<file path="config.mk">
export PLATFORM = sky130hd
export DESIGN_NAME = ramwriter_mc
export DESIGN_NICKNAME = d
export VERILOG_FILES = /design/src/rtl/ramwriter_mc.sv
export SDC_FILE = /design/constraint.sdc
export NUM_CORES = 1
export LEC_CHECK = 0
export CAP_MARGIN = 20
export CELL_PAD_IN_SITES_DETAIL_PLACEMENT = 0
export CELL_PAD_IN_SITES_GLOBAL_PLACEMENT = 1
export CORE_MARGIN = 5
export CORE_UTILIZATION = 47
export DETAILED_ROUTE_END_ITERATION = 12
export DONT_BUFFER_PORTS = 1
export PLACE_DENSITY_LB_ADDON = 0.1
export SYNTH_ARGS = -nofsm -noshare
export SYNTH_HDL_FRONTEND = slang
export SYNTH_SLANG_ARGS = --single-unit
</file>
<file path="constraint.sdc">
create_clock -name i_clk -period 2.33 [get_ports i_clk]
set_input_delay 0.233 -clock i_clk [delete_from_list [all_inputs] [get_ports i_clk]]
set_output_delay 0.233 -clock i_clk [all_outputs]
set_load 0.005 [all_outputs]
</file>
<file path="src/rtl/ramwriter_mc.sv">
// Multi-channel sample writer for one block-RAM write port: every PERIOD clocks it
// emits one word of live samples or a counting pattern, with wrap/stop addressing.
module ramwriter_mc #(
    parameter int unsigned CHANNELS    = 4,
    parameter int unsigned SAMPLE_W    = 16,
    parameter int unsigned ADDR_W      = 14,
    parameter int unsigned BASE_ADDR   = 1,
    parameter int unsigned INIT_CYCLES = 5,
    parameter int unsigned PERIOD      = 500000
) (
    input  logic                           i_clk,
    input  logic                           i_rst,
    input  logic                           i_enable,
    input  logic                           i_mode_wrap,
    input  logic                           i_pattern,
    input  logic [CHANNELS-1:0]            i_ch_mask,
    input  logic [CHANNELS*SAMPLE_W-1:0]   i_sample,
    output logic [CHANNELS*SAMPLE_W-1:0]   o_data,
    output logic [ADDR_W-1:0]              o_address,
    output logic [CHANNELS*SAMPLE_W/8-1:0] o_byteen,
    output logic                           o_wbit,
    output logic                           o_done,
    output logic [31:0]                    o_count
);

    localparam int unsigned LANE_BYTES = SAMPLE_W / 8;
    localparam int unsigned BE_W       = CHANNELS * LANE_BYTES;
    localparam int unsigned CNT_MAX    = (INIT_CYCLES > PERIOD) ? INIT_CYCLES : PERIOD;
    localparam int unsigned CNT_W      = $clog2(CNT_MAX + 1);

    localparam logic [ADDR_W-1:0] BASE_A    = ADDR_W'(BASE_ADDR);
    localparam logic [ADDR_W-1:0] TOP_A     = {ADDR_W{1'b1}};
    localparam logic [CNT_W-1:0]  INIT_LAST = CNT_W'(INIT_CYCLES - 1);
    // WRITE plus WAIT cycles 0..PERIOD-2 spaces strobes exactly PERIOD clocks apart
    localparam logic [CNT_W-1:0]  WAIT_LAST = CNT_W'(PERIOD - 2);

    typedef enum logic [2:0] {
        ST_IDLE  = 3'd0,
        ST_INIT  = 3'd1,
        ST_WRITE = 3'd2,
        ST_WAIT  = 3'd3,
        ST_DONE  = 3'd4
    } state_t;

    state_t                  state_r;
    logic [CNT_W-1:0]        cnt_r;
    logic [SAMPLE_W-1:0]     pat_r;
    logic                    wrap_r;
    logic                    pattern_r;
    logic [CHANNELS-1:0]     mask_r;
    logic [CHANNELS*SAMPLE_W-1:0] data_s;
    logic [BE_W-1:0]         byteen_s;

    // Word and byte-enables to be loaded on the edge that enters WRITE
    always_comb begin
        data_s   = '0;
        byteen_s = '0;
        for (int k = 0; k < CHANNELS; k++) begin
            if (pattern_r) begin
                data_s[k*SAMPLE_W +: SAMPLE_W] = pat_r + SAMPLE_W'(k);
            end else begin
                data_s[k*SAMPLE_W +: SAMPLE_W] = i_sample[k*SAMPLE_W +: SAMPLE_W];
            end
            byteen_s[k*LANE_BYTES +: LANE_BYTES] = {LANE_BYTES{mask_r[k]}};
        end
    end

    // Sequencer FSM with all RAM-port and status outputs registered
    always_ff @(posedge i_clk) begin
        if (i_rst) begin
            state_r   <= ST_IDLE;
            cnt_r     <= '0;
            pat_r     <= '0;
            wrap_r    <= 1'b0;
            pattern_r <= 1'b0;
            mask_r    <= '0;
            o_data    <= '0;
            o_address <= BASE_A;
            o_byteen  <= '0;
            o_wbit    <= 1'b0;
            o_done    <= 1'b0;
            o_count   <= 32'd0;
        end else begin
            case (state_r)
                ST_IDLE: begin
                    if (i_enable) begin
                        wrap_r    <= i_mode_wrap;
                        pattern_r <= i_pattern;
                        mask_r    <= i_ch_mask;
                        o_address <= BASE_A;
                        o_count   <= 32'd0;
                        o_done    <= 1'b0;
                        pat_r     <= '0;
                        cnt_r     <= '0;
                        state_r   <= ST_INIT;
                    end
                end
                ST_INIT: begin
                    if (!i_enable) begin
                        cnt_r   <= '0;
                        state_r <= ST_IDLE;
                    end else if (cnt_r == INIT_LAST) begin
                        cnt_r    <= '0;
                        o_data   <= data_s;
                        o_byteen <= byteen_s;
                        o_wbit   <= 1'b1;
                        state_r  <= ST_WRITE;
                    end else begin
                        cnt_r <= cnt_r + CNT_W'(1);
                    end
                end
                ST_WRITE: begin
                    o_wbit <= 1'b0;
                    pat_r  <= pat_r + SAMPLE_W'(CHANNELS);
                    if (o_count != 32'hFFFF_FFFF) begin
                        o_count <= o_count + 32'd1;
                    end else begin
                        o_count <= o_count;
                    end
                    if (o_address != TOP_A) begin
                        o_address <= o_address + ADDR_W'(1);
                        state_r   <= i_enable ? ST_WAIT : ST_IDLE;
                    end else if (wrap_r) begin
                        o_address <= BASE_A;
                        state_r   <= i_enable ? ST_WAIT : ST_IDLE;
                    end else begin
                        o_done  <= 1'b1;
                        state_r <= i_enable ? ST_DONE : ST_IDLE;
                    end
                end
                ST_WAIT: begin
                    if (!i_enable) begin
                        cnt_r   <= '0;
                        state_r <= ST_IDLE;
                    end else if (cnt_r == WAIT_LAST) begin
                        cnt_r    <= '0;
                        o_data   <= data_s;
                        o_byteen <= byteen_s;
                        o_wbit   <= 1'b1;
                        state_r  <= ST_WRITE;
                    end else begin
                        cnt_r <= cnt_r + CNT_W'(1);
                    end
                end
                ST_DONE: begin
                    if (!i_enable) begin
                        state_r <= ST_IDLE;
                    end else begin
                        state_r <= ST_DONE;
                    end
                end
                default: begin
                    state_r <= ST_IDLE;
                    o_wbit  <= 1'b0;
                    cnt_r   <= '0;
                end
            endcase
        end
    end

endmodule

</file>
==> results.txt, run 1 <==
The detailed router's first-iteration violation count is 413. The maximum level of the CTS H-tree came out at 4. In this design, the stage delay of the slowest critical-path cell is 0.55 ns. After clock tree synthesis, the clock-pin slew on the worst setup and hold paths is 0.06 ns. The number of vias per cell after detailed routing is 6.04. In this run the worst hold path is classified as input pin to register. The standard-cell row count is 46. The total overflow left after global routing is 0. The highest achievable clock rate came out at 455 MHz. The worst hold slack after final layout is 0.0374 ns. The number of antenna violations at the first check in global routing was 1. The startpoint of the worst hold path is i_sample[58]. From synthesis to final layout, the design area changed by 17.3%. The maximum fanout count along the critical path is 7. The tree is rooted in a sky130_fd_sc_hd__clkbuf_16.

The fraction of power consumed by combinational cells came out at 5.8%. Clock tree synthesis inserted a total of 17 buffers. The arrival time at the worst endpoint came out at 2.56 ns.

The internal portion of total power is 4.69 mW. The total I/O pin count came out at 193. The critical path goes through and4_1, nand3_1, a2111o_1, or4_1, a21oi_1. The number of distinct library cells after synthesis is 68. The required time at the worst-slack endpoint came out at 2.69 ns.

The analysis attributes to cell leakage a power of 2.83 nW. The utilization of the core after routing is 56.3%. The most critical setup path has its startpoint at o_count[4].

The post-synthesis net count is 963. The switching component of the power came out at 1.37 mW. Broken down by cell family, the worst path's largest delay share belongs to simple AND/OR/NAND/NOR gates.

The post-detailed-placement half-perimeter wirelength is 15600 um. The clock tree from TritonCTS is yes. Across the routed clock network, the largest skew measured is 0.00693 ns. The nature of the critical path startpoint is a register.

The placer's final routability congestion estimate is 0.866. The first detailed-routing pass took 5 iterations. The later-pin clock latency in the skew report is 0.43 ns.

The proportion of total power due to net switching is 22.6%. The count of max-cap constraint violations is 0. The share of cells above drive strength 1 came out at 11.6%. The largest net degree at the start of global routing is 110. The largest buffer count on any clock path came out at 2. The total wire length came out at 22500 um. The floorplan die area came out at 18900 um^2. In this run the cell area of the synthesized design comes to 7650 um^2. The starting utilization of the core area came out at 48.0%.

The final hold violation count is 0. Dividing total power by cell area gives a power density of 676 nW/um^2. The first-pass GRT wire length is 34700 um.

The final net count is 983. The number of cells produced by synthesis came out at 884. The DRC violation count after routing is 0.

The global router's overall resource usage came out at 23.4%. The final number of max-transition violations came out at 0. The placeable core area came out at 15900 um^2. The routed length per instance came out at 19.8 um.

The worst slew slack as a fraction of its limit is 50.5%. Yosys attributes the largest share of cell area to sky130_fd_sc_hd__dfxtp_1, sky130_fd_sc_hd__mux2i_1, sky130_fd_sc_hd__a211oi_1. The synthesized area per cell came out at 8.65 um^2. After synthesis, flip-flops and latches occupy 41.4% of the total area. For the pin with the worst max-slew slack, the measured transition is 0.739 ns.

In this run the critical register-to-register path is launched from o_count[4]. The post-layout instance count excluding filler cells is 1134. The run finished with clean final reports. The total power of the final layout is 6.07 mW.

After synthesis the netlist holds a flip-flop and latch count of 158. The relative contribution of sequential cells to total power came out at 45.1%. In the synthesized netlist the async set-or-reset flop fraction comes to 0%. The prevailing post-synth register cell is sky130_fd_sc_hd__dfxtp_1. The biggest area contributor in the post-synthesis netlist is sky130_fd_sc_hd__dfxtp_1.

The antenna violation net count after detailed routing is 0. The worst setup path is captured at a register. The via total after detailed routing is 6850. The post-route clock period utilization is 94.3%. The clock power share is 49.1%. The via count of the first global-routing pass came out at 6485. The worst setup path is of the register to register kind. The number of buffers and inverters on the critical path is 0. The horizontal die dimension came out at 138 um. The area fraction of the dominant cell type after synthesis came out at 41.4%.

The vertical die dimension is 138 um. Setup repair after global routing left no endpoint under its margin. The number of cells after detailed placement came out at 1083. The number of setup violations in the final report came out at 0. The number of warnings printed during yosys synthesis is 0.

The peak supply drop came out at 0.521 mV. The count of flip-flops with a built-in enable after synthesis came out at 0. Setup total negative slack on the finished layout was measured at 0 ns.

The largest individual stage delay along the critical path comes from the cell sky130_fd_sc_hd__a2111o_1. The number of clock sinks seen by CTS is 158. The count of input and output buffers is 0. The worst path needs 2.20 ns of the cycle, external delays included.
through the flow:
step | area, um^2 | worst slack [ns]
floorplan | 7650 | 0.188
global placement | 8080 | 0.189
detailed placement | 8080 | 0.120
CTS | 8890 | 0.0984
global route | 8970 | 0.00734
finish | 8970 | 0.132
per-layer routing:
| layer | global-route usage [%] | wire [um] | part of all wire, % |
|---|---|---|---|
| met3 | 7.41 | 1970 | 8.8 |
| met1 | 29.3 | 9500 | 42 |
| met5 | 0 | 0 | 0 |
| met2 | 37.7 | 10500 | 47 |
| met4 | 8.26 | 486 | 2.2 |
cells by family (layout without fill, tap and decap cells):
kind of cell / count (synthesis) / count (layout) / synth area share, %
AO/OA/AOI/OAI: 207 / 207 / 18.2
XOR/XNOR: 21 / 21 / 2.40
adder cells (fa/ha/maj): 6 / 6 / 0.981
buffers and inverters: 83 / 116 / 5.02
flip-flops: 158 / 158 / 41.4
multiplexers: 64 / 64 / 8.41
other: 0 / 1 / 0
AND/OR/NAND/NOR: 345 / 345 / 23.6
registers in the layout, indices dropped and copies added (netlist names):
name	flops
o_data	64
o_done	1
o_wbit	1
wrap_r	1
o_address	14
pat_r	14
o_count	32
mask_r	4
state_r	3
cnt_r	19
o_byteen	4
pattern_r	1
worst paths after layout:
kind	endpoint	slack [ns]	cells past startpoint
setup / recovery	o_count[29]	0.13	5
hold / removal	o_data[58]	0.04	2
setup reg to reg	o_count[29]	0.13	5
hold reg to reg	mask_r[0]	0.46	2
power by group through the flow:
stage / clock network [mW] / registers, mW / logic [mW]
after detailed placement: 0 / 2.80 / 0.290
after floorplan: 0 / 2.79 / 0.238
after CTS: 3.02 / 2.74 / 0.347
after global routing: 3.15 / 2.74 / 0.380
final: 2.98 / 2.74 / 0.351
after global placement: 0 / 2.80 / 0.282
timing repair:
action | CTS | global route
setup buffers | 0 | 0
endpoints found under the setup margin | 0 | 49
hold buffers | 16 | 1
gates resized for setup | 0 | 9
endpoints found under the hold margin | 111 | 1
worst register-to-register path, cell delays in order, from the launching register on:
cell,delay [ns]
sky130_fd_sc_hd__dfxtp_1,0.45
sky130_fd_sc_hd__and4_1,0.32
sky130_fd_sc_hd__nand3_1,0.23
sky130_fd_sc_hd__a2111o_1,0.55
sky130_fd_sc_hd__or4_1,0.44
sky130_fd_sc_hd__a21oi_1,0.15
cells in the mapped netlist, drive strengths merged, types with 3 or more instances:
library cell    n
nor2          103
a21oi          56
o211ai          9
nand4          22
a211oi         73
xor2            4
a31oi           5
or4            12
mux2i          62
inv            11
and4            9
nor4           11
ha              6
or3            23
nand2          61
o211a           3
nor3           20
o31ai          10
and2           10
nand3b          6
nor3b           5
clkbuf         47
nand3          33
or2             4
dfxtp         158
a211o           3
buf            25
a311oi          3
and3           11
nand4b          3
xnor2          17
o21ai          25
nor2b           6
cell type report:
type	instances	area, um^2
Timing Repair Buffer	73	696
Sequential cell	158	3170
Antenna cell	1	2.50
Tap cell	216	270
Clock inverter	12	185
Multi-Input combinational cell	643	4170
Fill cell	1465	6970
Inverter	11	41.3
Clock buffer	20	447
layout by cell type, fill, tap and decap left out, drive strengths merged, types with 5 or more instances in the layout:
cell         netlist  routed
nand4             22      22
dfxtp            158     158
a211oi            73      73
or3               23      23
buf               25      56
and3              11      11
and4               9       9
nand3             33      33
nor2             103     103
o211ai             9       9
a31oi              5       5
xnor2             17      17
and2              10      10
nor4              11      11
dlygate4sd3        0      16
o21ai             25      25
o31ai             10      10
ha                 6       6
nand2             61      61
nor3              20      20
a21oi             56      56
nand3b             6       6
clkbuf            47      21
inv               11      13
or4               12      12
mux2i             62      62
nor2b              6       6
nor3b              5       5
No activity file was read; power rests on OpenSTA's default activity.
==> inputs of run 2 (changes only) <==
- ABC_AREA: unset -> 1
- CORE_UTILIZATION: 47 -> 44
==> results.txt, run 2 <==
The instance area at placement is 8920 um^2. For the worst-skew pair, the clock arrives at the later sink with an insertion delay of 0.43 ns. For the finished layout, the period the worst path requires is 2.03 ns.

Setup repair after global routing left no endpoint under its margin. The detailed router's first-iteration violation count came out at 512. The number of antenna violations at the first check in global routing came out at 0.

The area fraction of the dominant cell type after synthesis is 37.2%. The first-pass GRT wire length is 42500 um. The nature of the critical path endpoint is a register. Counting instances in the post-synthesis netlist gives the leading cell types as sky130_fd_sc_hd__nand2_1, sky130_fd_sc_hd__nor2_1, sky130_fd_sc_hd__dfxtp_1, sky130_fd_sc_hd__nand3_1, sky130_fd_sc_hd__a21oi_1. The share of total power dissipated in sequential elements is 40.9%. In this run the worst hold path is classified as input pin to register. For this run, the total global-route usage over all layers was measured as 23.7%. Dividing the final minimum period by the clock period gives 87.0%. The number of buffers added by the clock tree synthesis step came out at 17. The count of max-cap constraint violations is 0. The tree built by TritonCTS fans out to 158 sinks.

Among all cell types in the netlist, the one instantiated most often is sky130_fd_sc_hd__nand2_1. The library cell used most frequently in the layout, excluding fill and tap cells, is sky130_fd_sc_hd__nand2_1. The starting utilization of the core area is 45.0%. The antenna violation net count after detailed routing came out at 0.

The number of setup violations in the final report is 0. The post-detailed-placement half-perimeter wirelength is 19200 um. Internal power comes to 5.35 mW. The post-synthesis net count came out at 1456. The switching component of the power came out at 2.82 mW.

The total I/O pin count is 193. The final setup slack of the worst path came out at 0.302 ns. The antenna diode instance count is 0.

The peak supply drop is 0.540 mV. The final number of max-transition violations came to 0. In this run the static leakage power is 3.83 nW.

The worst slew slack as a fraction of its limit is 60.6%. The number of vias per cell after detailed routing is 5.18. The nature of the critical path startpoint is a register. The sequential fraction of the synthesis area came out at 37.2%. The number of setup buffers added after CTS is 0. The congestion estimate from routability-driven global placement came to 0.878. The flip-flop count of the largest register after layout is 64.

The required time at the worst-slack endpoint came out at 2.65 ns. The largest buffer count on any clock path is 2. The clock tree from TritonCTS is yes.

The number of different library cells used by synthesis comes to 35. Detailed routing inserted a total of 8557 vias. The number of warnings printed during yosys synthesis came out at 0.

The critical path is of the register to register type. Input and output buffers added on the ports amount to 0. The cell accounting for the most synthesized area is sky130_fd_sc_hd__dfxtp_1. Leaving out fill and tap cells, the most frequent cells in the layout are sky130_fd_sc_hd__nand2_1, sky130_fd_sc_hd__nor2_1, sky130_fd_sc_hd__dfxtp_1. In this run the core area contains 50 standard-cell rows. The worst clock skew came out at 0.0108 ns. By area the synthesized netlist is led by sky130_fd_sc_hd__dfxtp_1, sky130_fd_sc_hd__nand2_1, sky130_fd_sc_hd__nor2_1. The maximum fanout count along the critical path is 18.

The minimum setup slack after placement is 0.269 ns. The number of cells produced by synthesis is 1377. The maximum level of the CTS H-tree came out at 4. The tightest hold path in the finished design has a slack of 0.0194 ns. The largest registers in the layout are o_data x64, o_count x32, cnt_r x19. The final global-route overflow total is 0.

The clock network is responsible for 36.7% of the overall power. The flip-flop and latch count after synthesis is 158. Clock-pin slew was measured on the worst setup and hold paths at 0.08 ns. In this run the horizontal extent of the chip is 149 um. The fraction of power consumed by combinational cells came out at 22.4%.

The area added between synthesis and finish is 12.8%. In the routed design, unresolved DRC markers number 0. The largest net degree at the start of global routing came out at 70.

The proportion of total power due to net switching is 34.5%. The final hold violation count came out at 0. The share of cells above drive strength 1 is 7.40%. Timing would allow up to 493 MHz. The via count of the first global-routing pass is 7826. The vertical die dimension is 149 um.

The number of search-and-repair iterations in the first detailed-routing pass is 5. The die covers 22200 um^2. The count of flip-flops with a built-in enable after synthesis is 0. The post-synth design cell area came out at 8510 um^2. The prevailing post-synth register cell is sky130_fd_sc_hd__dfxtp_1. Adding up every negative setup slack in the final design gives 0 ns. The placeable core area is 18900 um^2. The share of flip-flops with an asynchronous set or reset after synthesis is 0%. The final net count came out at 1457. More flip-flops sit in one register than any other, and that register is o_data. The run finished with clean final reports. The routed length per instance came out at 16.2 um. The final cell area excluding filler cells came out at 9600 um^2. The arrival time at the worst endpoint came out at 2.35 ns. The total wire length came out at 26800 um. At the pin with the least slew margin, the transition time is 0.590 ns. The clock root buffer is sky130_fd_sc_hd__clkbuf_16. The power per cell area came out at 851 nW/um^2.

The synthesized area per cell came out at 6.18 um^2.
## run 2: changes by cell type in the layout (fill, tap and decap cells not counted), moves of 66 or more
cell                       before  now
sky130_fd_sc_hd__nand3_1       33  151
sky130_fd_sc_hd__nand2_1       61  347
sky130_fd_sc_hd__nor2_1       103  287
sky130_fd_sc_hd__a211oi_1      71    1
sky130_fd_sc_hd__a21oi_1       55  121
sky130_fd_sc_hd__inv_1         11  110
## run 2: power groups by stage
stage               combinational [mW]  clock [mW]  sequential (mW)
detailed placement                1.80           0             3.41
floorplan                         1.42           0             3.31
global route                      2.09        3.19             3.39
global placement                  1.79           0             3.41
CTS                               1.84        3.05             3.35
finish                            1.83        2.99             3.34
## run 2: layer usage
| layer | global-route usage [%] | wire length (um) | vias to the layer above |
|---|---|---|---|
| met5 | 0 | 0 | - |
| met4 | 6.50 | 502 | 0 |
| met3 | 6.53 | 2070 | 34 |
| met2 | 39.3 | 12500 | 256 |
| met1 | 30.3 | 11700 | 3841 |
| li1 | - | - | 4426 |
## run 2: repair_timing
item / CTS / global route
endpoints found under the hold margin: 51 / 0
resized for setup: 0 / 1
hold buffers: 3 / 0
setup endpoints to repair: 0 / 4
## run 2: logic make-up (layout without fill, tap and decap cells)
group / Yosys count / in the layout / share of synthesized area, %
and+or+nand+nor: 849 / 849 / 41.4
xor gates and xnor gates: 8 / 8 / 0.824
adders and majority gates: 6 / 6 / 0.882
buffers and inverters: 183 / 197 / 8.90
AOI/OAI and AO/OA: 173 / 173 / 10.8
DFF: 158 / 158 / 37.2
## run 2: final cells by class
class	instances	area, um^2
multi-input cells	1036	4610
flip-flops and latches	158	3160
repair buffers	48	435
clock buffers	17	425
well taps	260	325
inverters	117	440
clock inverters	15	199
fillers	2042	9300
## run 2: worst paths after layout
path | slack (ns) | cells after the start | to | start
max | 0.30 | 10 | o_count[1] | o_count[1]
min | 0.02 | 2 | mask_r[0] | i_ch_mask[0]
max reg2reg | 0.30 | 10 | o_count[1] | o_count[1]
min reg2reg | 0.45 | 2 | mask_r[2] | mask_r[2]
## run 2: metrics by stage
stage / total power, mW / std cells / utilization (%)
global route: 8.67 / 1651 / 50.8
global placement: 5.20 / 1616 / 47.2
detailed placement: 5.22 / 1616 / 47.2
CTS: 8.24 / 1651 / 50.8
floorplan: 4.73 / 1377 / -
finish: 8.16 / 1651 / 50.8
## run 2: worst max-delay path, cell delays in order (launching register included)
cell and delay (ns):
sky130_fd_sc_hd__dfxtp_1 0.42, sky130_fd_sc_hd__ha_1 0.20, sky130_fd_sc_hd__nand2_1 0.07, sky130_fd_sc_hd__nor2_2 0.10, sky130_fd_sc_hd__nand2_1 0.09, sky130_fd_sc_hd__nor2_2 0.19
sky130_fd_sc_hd__nand3_1 0.17, sky130_fd_sc_hd__nand2_2 0.23, sky130_fd_sc_hd__inv_2 0.20, sky130_fd_sc_hd__o21ai_0 0.20, sky130_fd_sc_hd__nor2_1 0.06
==> inputs of run 3 (changes only) <==
- CTS_BUF_LIST: unset -> sky130_fd_sc_hd__clkbuf_16
- HOLD_SLACK_MARGIN: unset -> 0.05
==> results.txt, run 3 (synthesized netlist as in run 2, its figures left out) <==
The standard-cell row count came out at 50. The sum of negative setup slack is 0 ns. The post-route clock period utilization came out at 86.9%.

The count of input and output buffers came out at 0. The maximum fanout count along the critical path came out at 18. The worst setup path is of the register to register kind. The number of buffers added by the clock tree synthesis step came out at 17. The routed length per instance is 16.2 um.

The final global-route overflow total is 0. The first global-routing pass estimated 42600 um of wire. The largest registers in the layout are o_data x64, o_count x32, cnt_r x19.

The post-layout instance count excluding filler cells came out at 1660. Setup violations remaining at the end of the flow were counted as 0. The clock drives 158 sinks. The maximum level of the CTS H-tree came out at 4.

The tree is rooted in a sky130_fd_sc_hd__clkbuf_16. Once placement completed, the tool counted placed cells totaling 1616. The area of all sequential standard cells is 3160 um^2. The post-detailed-placement half-perimeter wirelength came out at 19200 um. Once routing completed, OpenROAD measured the worst setup slack at 0.306 ns. The clock power share came out at 36.6%. The final period demand of the worst path came out at 2.02 ns. The final cell area excluding filler cells came out at 9690 um^2. Entering global routing, the biggest net connects 70 pins. The worst setup path is launched from a register.

The power per cell area came out at 844 nW/um^2. The largest buffer count on any clock path came out at 2. Setup repair after global routing left no endpoint under its margin. The register with the most flip-flops in the layout has 64 of them. The relative contribution of sequential cells to total power came out at 40.9%.

The required time at the worst-slack endpoint is 2.65 ns. The placer's final routability congestion estimate came out at 0.878. The number of antenna violations at the first check in global routing is 0. In the routed layout, each cell is associated on average with a via count of 5.16. The leakage power figure came out at 3.87 nW. Leaving out fill and tap cells, the most frequent cells in the layout are sky130_fd_sc_hd__nand2_1, sky130_fd_sc_hd__nor2_1, sky130_fd_sc_hd__dfxtp_1.

Summed over all nets, the switching power comes to 2.82 mW. The total area of multi-input combinational cells came out at 4610 um^2. The flow ran to the end, and the final reports show no timing, DRC or antenna violations. The library cell used most frequently in the layout, excluding fill and tap cells, is sky130_fd_sc_hd__nand2_1. The internal portion of total power is 5.36 mW.

The tool flagged a number of max-cap violations equal to 0. The via count of the first global-routing pass is 7840. The final number of max-transition violations came to 0. The proportion of total power due to net switching came out at 34.5%. The total wire length is 26800 um. The clock slew at the register clock pins of the worst setup and hold paths came out at 0.08 ns.

Clock skew on the completed layout was measured at 0.0104 ns. The placed instances occupy a cell area of 8920 um^2. In this run the worst hold path is classified as input pin to register. The number of setup buffers added after CTS is 0.

Static timing analysis puts the maximum clock frequency at 494 MHz. The die is 149 um tall. The via total after detailed routing came out at 8560.

The peak supply drop is 0.539 mV. The clock tree from TritonCTS is yes. The DRC violation count after routing is 0.

The detail route stage leaves a number of antenna-violating nets equal to 0. The arrival time at the worst endpoint came out at 2.34 ns. The worst slew slack as a fraction of its limit is 61.0%. In the final design database the tool counted 1466 nets.

The minimum setup slack after placement is 0.269 ns. The share of cells above drive strength 1 is 7.36%. The later-pin clock latency in the skew report is 0.43 ns. The slew of the pin with the lowest slew margin came out at 0.585 ns. The detailed router's first-iteration violation count is 531.

The number of search-and-repair iterations in the first detailed-routing pass came out at 5. The starting utilization of the core area came out at 45.0%. The final hold violation count was 0. The placeable core area came out at 18900 um^2. The global router's overall resource usage is 23.7%.

The area added between synthesis and finish came out at 13.8%. The utilization of the core after routing is 51.3%. The worst setup path is captured at a register. The layout filler cell count came out at 2029.

In this run the horizontal extent of the chip is 149 um. The fraction of power consumed by combinational cells is 22.5%. The total I/O pin count came out at 193. The floorplan step defined a die boundary enclosing 22200 um^2.

The most flop-heavy register is o_data. The antenna diode instance count is 0.
run 3: cell count changes in the layout (fill, tap and decap cells not counted):
cell,previous run,this run
sky130_fd_sc_hd__dlygate4sd3_1,2,11
run 3: stage by stage:
step	hold WS [ns]	power, mW
global route	0.0748	8.68
CTS	0.0555	8.25
finish	0.0697	8.18
floorplan	0.426	4.73
detailed placement	0.312	5.22
global placement	0.307	5.20
run 3: layout make-up:
type,instances,share of cell area [%]
Tap cell,260,3.36
Timing Repair Buffer,57,5.43
Sequential cell,158,32.7
Clock buffer,17,4.39
Clock inverter,15,2.05
Multi-Input combinational cell,1036,47.6
Inverter,117,4.55
run 3: power by group through the flow:
stage	combinational, mW	sequential, mW	clock (mW)
after floorplan	1.42	3.31	0
after detailed placement	1.80	3.41	0
after CTS	1.85	3.35	3.05
after global placement	1.79	3.41	0
final	1.84	3.34	2.99
after global routing	2.11	3.39	3.19
run 3: path summary, 6_finish.rpt:
kind	start	end	slack, ns	cells after the start
worst min-delay path	i_enable	cnt_r[13]	0.07	2
worst max register to register	o_count[1]	o_count[1]	0.31	10
worst max-delay path	o_count[1]	o_count[1]	0.31	10
worst min register to register	mask_r[2]	mask_r[2]	0.45	2
run 3: worst max-delay path, cell delays in order, from the launching register on:
cell and delay (ns):
sky130_fd_sc_hd__dfxtp_1 0.42, sky130_fd_sc_hd__ha_1 0.19, sky130_fd_sc_hd__nand2_1 0.07, sky130_fd_sc_hd__nor2_2 0.10
sky130_fd_sc_hd__nand2_1 0.09, sky130_fd_sc_hd__nor2_2 0.18, sky130_fd_sc_hd__nand3_1 0.17, sky130_fd_sc_hd__nand2_2 0.23
sky130_fd_sc_hd__inv_2 0.20, sky130_fd_sc_hd__o21ai_0 0.20, sky130_fd_sc_hd__nor2_1 0.06
run 3: metal layers:
metal,wire [um],up-vias,share of wire [%],track usage [%]
met1,11800,3863,44,30.4
met5,0,-,0,0
li1,-,4442,-,-
met3,1970,32,7.4,6.53
met2,12600,223,47,39.4
met4,481,0,1.8,6.32
run 3: timing repair:
item,4_1_cts,5_1_grt
hold buffers,12,0
endpoints found under the setup margin,0,4
endpoints found under the hold margin,62,0
resized for setup,0,1
